File: config.mk
export PLATFORM = sky130hd
export DESIGN_NAME = regfile_write_arbiter
export DESIGN_NICKNAME = d
export VERILOG_FILES = /design/src/rtl/regfile_write_arbiter.sv
export SDC_FILE = /design/constraint.sdc
export NUM_CORES = 1
export LEC_CHECK = 0
export CORE_AREA = 2 2 112 114
export DETAILED_ROUTE_END_ITERATION = 6
export DIE_AREA = 0 0 114 116
export GPL_ROUTABILITY_DRIVEN = 0
export PLACE_DENSITY = 0.76
export SYNTH_ARGS = -nofsm -noshare
export SYNTH_HDL_FRONTEND = slang
export SYNTH_SLANG_ARGS = --single-unit
File: constraint.sdc
create_clock -name clock -period 2.1 [get_ports clock]
set_input_delay 0.42 -clock clock [delete_from_list [all_inputs] [get_ports clock]]
set_output_delay 0.42 -clock clock [all_outputs]
set_load 0.03 [all_outputs]
File: src/rtl/regfile_write_arbiter.sv
// Round-robin arbiter for the register-file write port (ALU vs load) with a pending-load scoreboard.
// Optional macro REGARB_BYPASS_EN adds a write-stage bypass and drops the write-stage term from the hazards.
module regfile_write_arbiter #(
   parameter int XLEN   = 32,
   parameter int ADDR_W = 5
) (
   input  logic              clock,
   input  logic              reset,
   input  logic              alu_valid,
   output logic              alu_ready,
   input  logic [ADDR_W-1:0] alu_rd,
   input  logic [XLEN-1:0]   alu_data,
   input  logic              mem_valid,
   output logic              mem_ready,
   input  logic [ADDR_W-1:0] mem_rd,
   input  logic [XLEN-1:0]   mem_data,
   input  logic              reserve_valid,
   input  logic [ADDR_W-1:0] reserve_rd,
   input  logic [ADDR_W-1:0] rs1,
   input  logic [ADDR_W-1:0] rs2,
   output logic              hazard1,
   output logic              hazard2,
   output logic              wr_en,
   output logic [ADDR_W-1:0] wr_rd,
   output logic [XLEN-1:0]   wr_data,
   output logic              fwd1_valid,
   output logic              fwd2_valid,
   output logic [XLEN-1:0]   fwd1_data,
   output logic [XLEN-1:0]   fwd2_data
);

   localparam int NREG = 2 ** ADDR_W;

   logic              r_last_mem;
   logic              r_wr_en;
   logic [ADDR_W-1:0] r_wr_rd;
   logic [XLEN-1:0]   r_wr_data;
   logic [NREG-1:0]   r_pend;

   logic              w_alu_grant;
   logic              w_mem_grant;
   logic              w_grant;
   logic [ADDR_W-1:0] w_rd;
   logic [XLEN-1:0]   w_data;
   logic [NREG-1:0]   w_set;
   logic [NREG-1:0]   w_clr;
   logic              w_hit1;
   logic              w_hit2;

   // A contested cycle goes to whichever source did not win last time.
   always_comb begin
      w_alu_grant = alu_valid && (!mem_valid || r_last_mem);
      w_mem_grant = mem_valid && (!alu_valid || !r_last_mem);
      w_grant     = w_alu_grant || w_mem_grant;
      w_rd        = w_mem_grant ? mem_rd : alu_rd;
      w_data      = w_mem_grant ? mem_data : alu_data;
   end

   assign alu_ready = w_alu_grant;
   assign mem_ready = w_mem_grant;

   always_comb begin
      w_set = '0;
      w_clr = '0;
      if (reserve_valid && (reserve_rd != '0))
         w_set[reserve_rd] = 1'b1;
      if (w_mem_grant)
         w_clr[mem_rd] = 1'b1;
   end

   always_ff @(posedge clock or posedge reset) begin
      if (reset) begin
         r_last_mem <= 1'b1;
         r_wr_en    <= 1'b0;
         r_wr_rd    <= '0;
         r_wr_data  <= '0;
         r_pend     <= '0;
      end else begin
         if (w_grant) begin
            r_last_mem <= w_mem_grant;
            r_wr_rd    <= w_rd;
            r_wr_data  <= w_data;
         end
         // Writes to x0 are consumed but never reach the register file.
         r_wr_en <= w_grant && (w_rd != '0);
         r_pend  <= (r_pend & ~w_clr) | w_set;
      end
   end

   assign wr_en   = r_wr_en;
   assign wr_rd   = r_wr_rd;
   assign wr_data = r_wr_data;

   assign w_hit1 = r_wr_en && (r_wr_rd == rs1) && (rs1 != '0);
   assign w_hit2 = r_wr_en && (r_wr_rd == rs2) && (rs2 != '0);

`ifdef REGARB_BYPASS_EN
   assign hazard1    = r_pend[rs1];
   assign hazard2    = r_pend[rs2];
   assign fwd1_valid = w_hit1;
   assign fwd2_valid = w_hit2;
   assign fwd1_data  = r_wr_data;
   assign fwd2_data  = r_wr_data;
`else
   // Without bypass the in-flight write must also stall decode for a cycle.
   assign hazard1    = r_pend[rs1] || w_hit1;
   assign hazard2    = r_pend[rs2] || w_hit2;
   assign fwd1_valid = 1'b0;
   assign fwd2_valid = 1'b0;
   assign fwd1_data  = '0;
   assign fwd2_data  = '0;
`endif

endmodule

### Word-level counts from Yosys, hierarchy flattened

Index checks and enable logic that the tools add are counted.

| word-level totals | value |
|---|---|
| ROM bits | 0 |
| bits in writable memories | 0 |
| output and inout port bits | 108 |
| register bits after elaboration | 71 |
| memories | 0 |
| input bits | 94 |
| logic and storage cells | 50 |
| latch bits | 0 |

| operators by class | value |
|---|---|
| muxes and demuxes | 12 |
| bitwise logic cells | 3 |
| multipliers | 0 |
| shift operators | 0 |
| reduce and logical (&&, ||, !) cells | 22 |
| magnitude comparators | 6 |
| eq/ne operators | 2 |
| divide/modulo/power cells | 0 |
| $add $sub $neg | 0 |

Operators by type and width:

| cell | number |
|---|---|
| $mux 32 | 3 |
| $and 32x32->32 | 1 |
| $not 32->32 | 1 |
| $or 32x32->32 | 1 |
| $lt 5x6->1 const B | 4 |
| $reduce_bool 5->1 | 4 |
| $bmux 1 s5 | 2 |
| $demux 1 s5 | 2 |
| $eq 5x5->1 | 2 |
| $ge 5x1->1 const B | 2 |
| $logic_and 1x1->1 | 10 |
| $logic_or 1x1->1 | 5 |
| $mux 5 | 1 |
| $mux 1 | 4 |
| $logic_not 1->1 | 3 |

### Depth between registers and ports, before layout

Gate-level depths: netlist of the first run.

| depth | value |
|---|---|
| depth in word-level cells | 8 |
| gate-level depth with buffers | 7 |
| mapped depth without buffers | 6 |

### Least setup slack after synthesis of the first run

OpenSTA, ideal clock, no wires.

| path | value |
|---|---|
| path type | register -> output |
| start | register r_wr_rd[0], in the netlist wr_rd[0] |
| end | output port hazard2 |
| path buffers | 0 |
| data required time | 1680 ps |
| arrival | 1940 ps |
| cell stages (with the launch flop) | 6 |
| setup slack | -260 ps |
| cells stage by stage | dfrtp_1 > nor4_1 > nor3_1 > a21oi_1 > or4_1 > o2111ai_1 |

| between the ends | value |
|---|---|
| word-level cells in the longest chain between the ends | 4 |

RTL lines:

| element | RTL line | source |
|---|---|---|
| start, declared | 36 | `logic [ADDR_W-1:0] r_wr_rd;` |
| start signal, assigned | 81 | `r_wr_rd <= w_rd;` |
| $eq 5x5->1 | 95 | `assign w_hit2 = r_wr_en && (r_wr_rd == rs2) && (rs2 != '0);` |
| $logic_and 1x1->1 (2 in a row) | 95 |  |
| $logic_or 1x1->1 | 107 | `assign hazard2 = r_pend[rs2] \|\| w_hit2;` |
| end, declared | 22 | `output logic hazard2,` |

Every way passes these cells.

### Worst setup path after layout of the first run

| path | value |
|---|---|
| start | register r_pend[8] |
| end | output port hazard1 |

| between the ends | value |
|---|---|
| word-level cells in the longest chain between the ends | 3 |

RTL lines:

| element | RTL line | source |
|---|---|---|
| start, declared | 38 | `logic [NREG-1:0] r_pend;` |
| start signal, assigned | 86 | `r_pend <= (r_pend & ~w_clr) \| w_set;` |
| $bmux 1 s5 | 106 | `assign hazard1 = r_pend[rs1] \|\| w_hit1;` |
| $mux 1 (not written as such) | 106 |  |
| $logic_or 1x1->1 | 106 |  |
| end, declared | 21 | `output logic hazard1,` |

Every way passes these cells. The select of a mux whose other input is x is not followed.

==> results of run 1 <==
## sequential cells by signal, summed over array words and instances, names as in the netlist
name / flops
wr_data: 32
wr_en: 1
r_last_mem: 1
r_pend: 32
wr_rd: 5
## layout make-up
type / count / area, um^2
inverters: 7 / 30.0
well taps: 147 / 184
flip-flops and latches: 71 / 1780
clock inverters: 6 / 86.3
fillers: 1031 / 5400
clock buffers: 9 / 225
repair buffers: 189 / 1800
multi-input cells: 352 / 2420
## synthesized netlist by cell type, types with 2 or more instances
cell type and n:
sky130_fd_sc_hd__xor2_1 3, sky130_fd_sc_hd__nor4_1 2, sky130_fd_sc_hd__o21ai_1 12, sky130_fd_sc_hd__xnor2_1 5, sky130_fd_sc_hd__inv_1 7, sky130_fd_sc_hd__a21oi_1 5, sky130_fd_sc_hd__nand2_1 46, sky130_fd_sc_hd__nand2b_1 2
sky130_fd_sc_hd__mux4_2 9, sky130_fd_sc_hd__buf_2 6, sky130_fd_sc_hd__nand4b_1 2, sky130_fd_sc_hd__buf_1 5, sky130_fd_sc_hd__o22ai_1 3, sky130_fd_sc_hd__a2111oi_0 4, sky130_fd_sc_hd__o221a_2 31, sky130_fd_sc_hd__or3b_2 3
sky130_fd_sc_hd__nor3_1 5, sky130_fd_sc_hd__dfrtp_1 70, sky130_fd_sc_hd__o21ai_0 57, sky130_fd_sc_hd__o21a_1 2, sky130_fd_sc_hd__mux2i_1 51, sky130_fd_sc_hd__nor2_1 6, sky130_fd_sc_hd__nand3b_1 8, sky130_fd_sc_hd__or4_1 2
sky130_fd_sc_hd__nand2_2 2, sky130_fd_sc_hd__clkbuf_1 13, sky130_fd_sc_hd__or3_1 4, sky130_fd_sc_hd__buf_4 68, sky130_fd_sc_hd__nor2b_1 4, sky130_fd_sc_hd__a32oi_1 2, sky130_fd_sc_hd__nand3_1 8
## per-stage QoR
stage	power, uW	utilization (%)
global placement	3580	51.1
finish	5330	54.7
floorplan	2920	-
global route	5570	54.7
CTS	5320	54.5
detailed placement	3640	51.1
## critical path, delay by kind of cell (launching register included)
kind | cells | cell delay, ps
buf+inv | 2 | 280
flops | 1 | 400
mux | 2 | 600
compound gates | 1 | 90
simple gates | 1 | 370
## power groups by stage
stage | Combinational, uW | Sequential [uW] | Clock (uW)
final | 1890 | 1840 | 1600
after global routing | 2020 | 1860 | 1690
after CTS | 1860 | 1830 | 1640
after detailed placement | 1790 | 1850 | 0
after global placement | 1740 | 1850 | 0
after floorplan | 923 | 1990 | 0
## per-layer routing
| metal | share of wire, % | wire length (um) | vias up |
|---|---|---|---|
| met3 | 8.1 | 1130 | 30 |
| met5 | 0 | 0 | - |
| met1 | 40 | 5510 | 2020 |
| met2 | 50 | 6920 | 238 |
| met4 | 2.7 | 374 | 0 |
| li1 | - | - | 1895 |
## worst max-delay path by stage
stage,cells past startpoint,start,endpoint
after floorplan,5,wr_rd[0],hazard2
after global placement,8,rs2[1],hazard2
after detailed placement,6,rs2[4],hazard2
after CTS,6,r_pend[8],hazard1
after global routing,6,r_pend[8],hazard1
final,6,r_pend[8],hazard1
## cells by family (layout without fill, tap and decap cells)
logic type             after synthesis  count (layout)  share of synthesized area (%)
AO/OA/AOI/OAI                      119             119                           18.2
XOR/XNOR                             8               8                           1.54
buffers and inverters               99             211                           13.9
flip-flops                          71              71                           39.1
multiplexers                        61              61                           16.2
other                                1              66                         0.0824
AND/OR/NAND/NOR                     98              98                           10.9
## repair_timing
| item | 4_1_cts | 5_1_grt |
|---|---|---|
| cloned | 1 | 0 |
| pin swaps | 5 | 5 |
| setup buffers | 7 | 1 |
| resized for setup | 29 | 15 |
| setup endpoints to repair | 2 | 2 |
==> reports/results.ini, run 1 <==
[status]
result_of_the_run = finished with violations
violations = negative setup slack

[route]
dr.first_iter.drc_count = 407
avgRoutedWirePerCell_um = 17.8
route.antenna.remaining_nets = 0
route.final.wire_length_mm = 13.9
num_vias = 4183
detailedRoute.firstPassIterationCount = 5
route.detailed.vias_per_inst = 5.36
route.detailed.drc = 0

[sta]
hold-worst-slack_ps = 484
grt_setup_unrepaired = yes
setup_violations = 2
post-route-min-period_ps = 2490
fin_ws_ps = -389
final_max_slew_viol_count = 0
report.final.hold_viol_count = 0
fmax_mhz = 402
timing.setup.tns_ps = -697
final_period_util_pct = 119
clock-skew-final_ps = 8.00

[layout]
stdcell_count = 781
synthToLayoutAreaGrowth_pct = 43.2
nets = 724
finalInstanceArea_um2 = 6520
layout.cells.most_common_list = sky130_fd_sc_hd__clkdlybuf4s50_1 (122), sky130_fd_sc_hd__dfrtp_1 (70), sky130_fd_sc_hd__conb_1 (66), sky130_fd_sc_hd__o21ai_0 (56), sky130_fd_sc_hd__mux2i_1 (51)
mostFrequentLayoutCell = sky130_fd_sc_hd__clkdlybuf4s50_1
layout-drive-gt1-share_pct = 20.8
num_antenna_cells = 0

[global_routing]
global_route_met3_usage_pct = 4.34
grt_pass1_vias = 4219
use_met1_pct = 25.5
gr-total-overflow = 0
grtUsageTotal_pct = 21.0
gr-usage-met2_pct = 36.8
grt_start_max_net_pins = 72
busiest_layer = met2
first_pass_grt_wire_length_mm = 21.8
grt_antenna_before_repair = 0

[yosys]
ys_async_sr_fraction_pct = 100
synth.top_cells.by_area = sky130_fd_sc_hd__dfrtp_1 (38%), sky130_fd_sc_hd__mux2i_1 (11%), sky130_fd_sc_hd__buf_4 (11%)
syn_area_per_cell_um2 = 9.96
ys.warnings.count = 0
yosysTopAreaCellShare_pct = 38.5
number_of_unique_standard_cell_types_used_by_synthesis = 41
synthCells = 457
dominant_register_cell_in_the_synthesized_netlist = sky130_fd_sc_hd__dfrtp_1
netlist_area_um2 = 4550
synth_seq_cells = 71
number_of_enable_flip_flop_cells_after_synthesis = 0
post-synth-top-area-cell = sky130_fd_sc_hd__dfrtp_1
seq_area_frac_synth_pct = 39.1

[die]
num_io_pins = 202
die-width_um = 114
core_area_um2 = 11900
dieHeight_um = 116
num_rows = 40
initial_utilization_pct = 38.2
dieArea_um2 = 13200

[pwr]
flop_pwr_share_pct = 34.5
maximum_vdd_drop_uv = 322
power_density_nw_per_um2 = 818
static-leakage-power_uw = 0.00285
p_sw_share_pct = 33.2
p_sw_uw = 1770
share_comb_of_total_power_pct = 35.4
p_int_uw = 3560
power_frac_clock_pct = 30.0

[hold_path]
hold_class = input port to register
hold-path-cell-count = 4
hold_end = wr_en
min-delay-start = alu_valid

[place]
post-place-ws_ps = -964
detailed_place_hpwl_mm = 10.3
post_dp_cell_area_um2 = 6080
dp.cells = 757
buffers_added_on_ports = 135

[worst_setup_path]
critPathMaxStageDelay_ps = 440
critical_path.cell_chain = buf_6, mux4_2, mux2i_1, o22ai_1, or3_1, buf_6
ff2ff_setup_slack_ps = 560
crit-reg2reg-capture = r_pend[21]
timing.critical_path.fanout_max = 2
cp_slowest_cell = sky130_fd_sc_hd__mux4_2
crit_path_end_kind = output pin
rr_worst_depth = 6
start_kind = register
critPathKind = register to output pin
timing.critical_path.arrival_ps = 2070
critical_path.most_common_cell = sky130_fd_sc_hd__buf_6
worstReg2RegStart = r_last_mem
critPathRequiredTime_ps = 1680

[clocking]
clock_tree.buffer_depth = 2
cts_tree = done
numCtsBuffers = 9
cts-root-buf = sky130_fd_sc_hd__clkbuf_16
max_h_tree_level = 3
clk_pin_slew_worst_setup_hold_paths_ps = 60
worst_skew_pair.late_latency_ps = 330
cts.hold.buffers_added = 0
clock_tree_sinks = 71

[flow_run]
drv.max_cap_violation_count = 0

Note: power is estimated with default switching activity, not from simulation.
==> inputs of run 2 (changes only) <==
- CTS_CLUSTER_DIAMETER: default -> 30
==> results of run 2 <==
The final DEF is identical to that of run 1; final timing and power are the same.
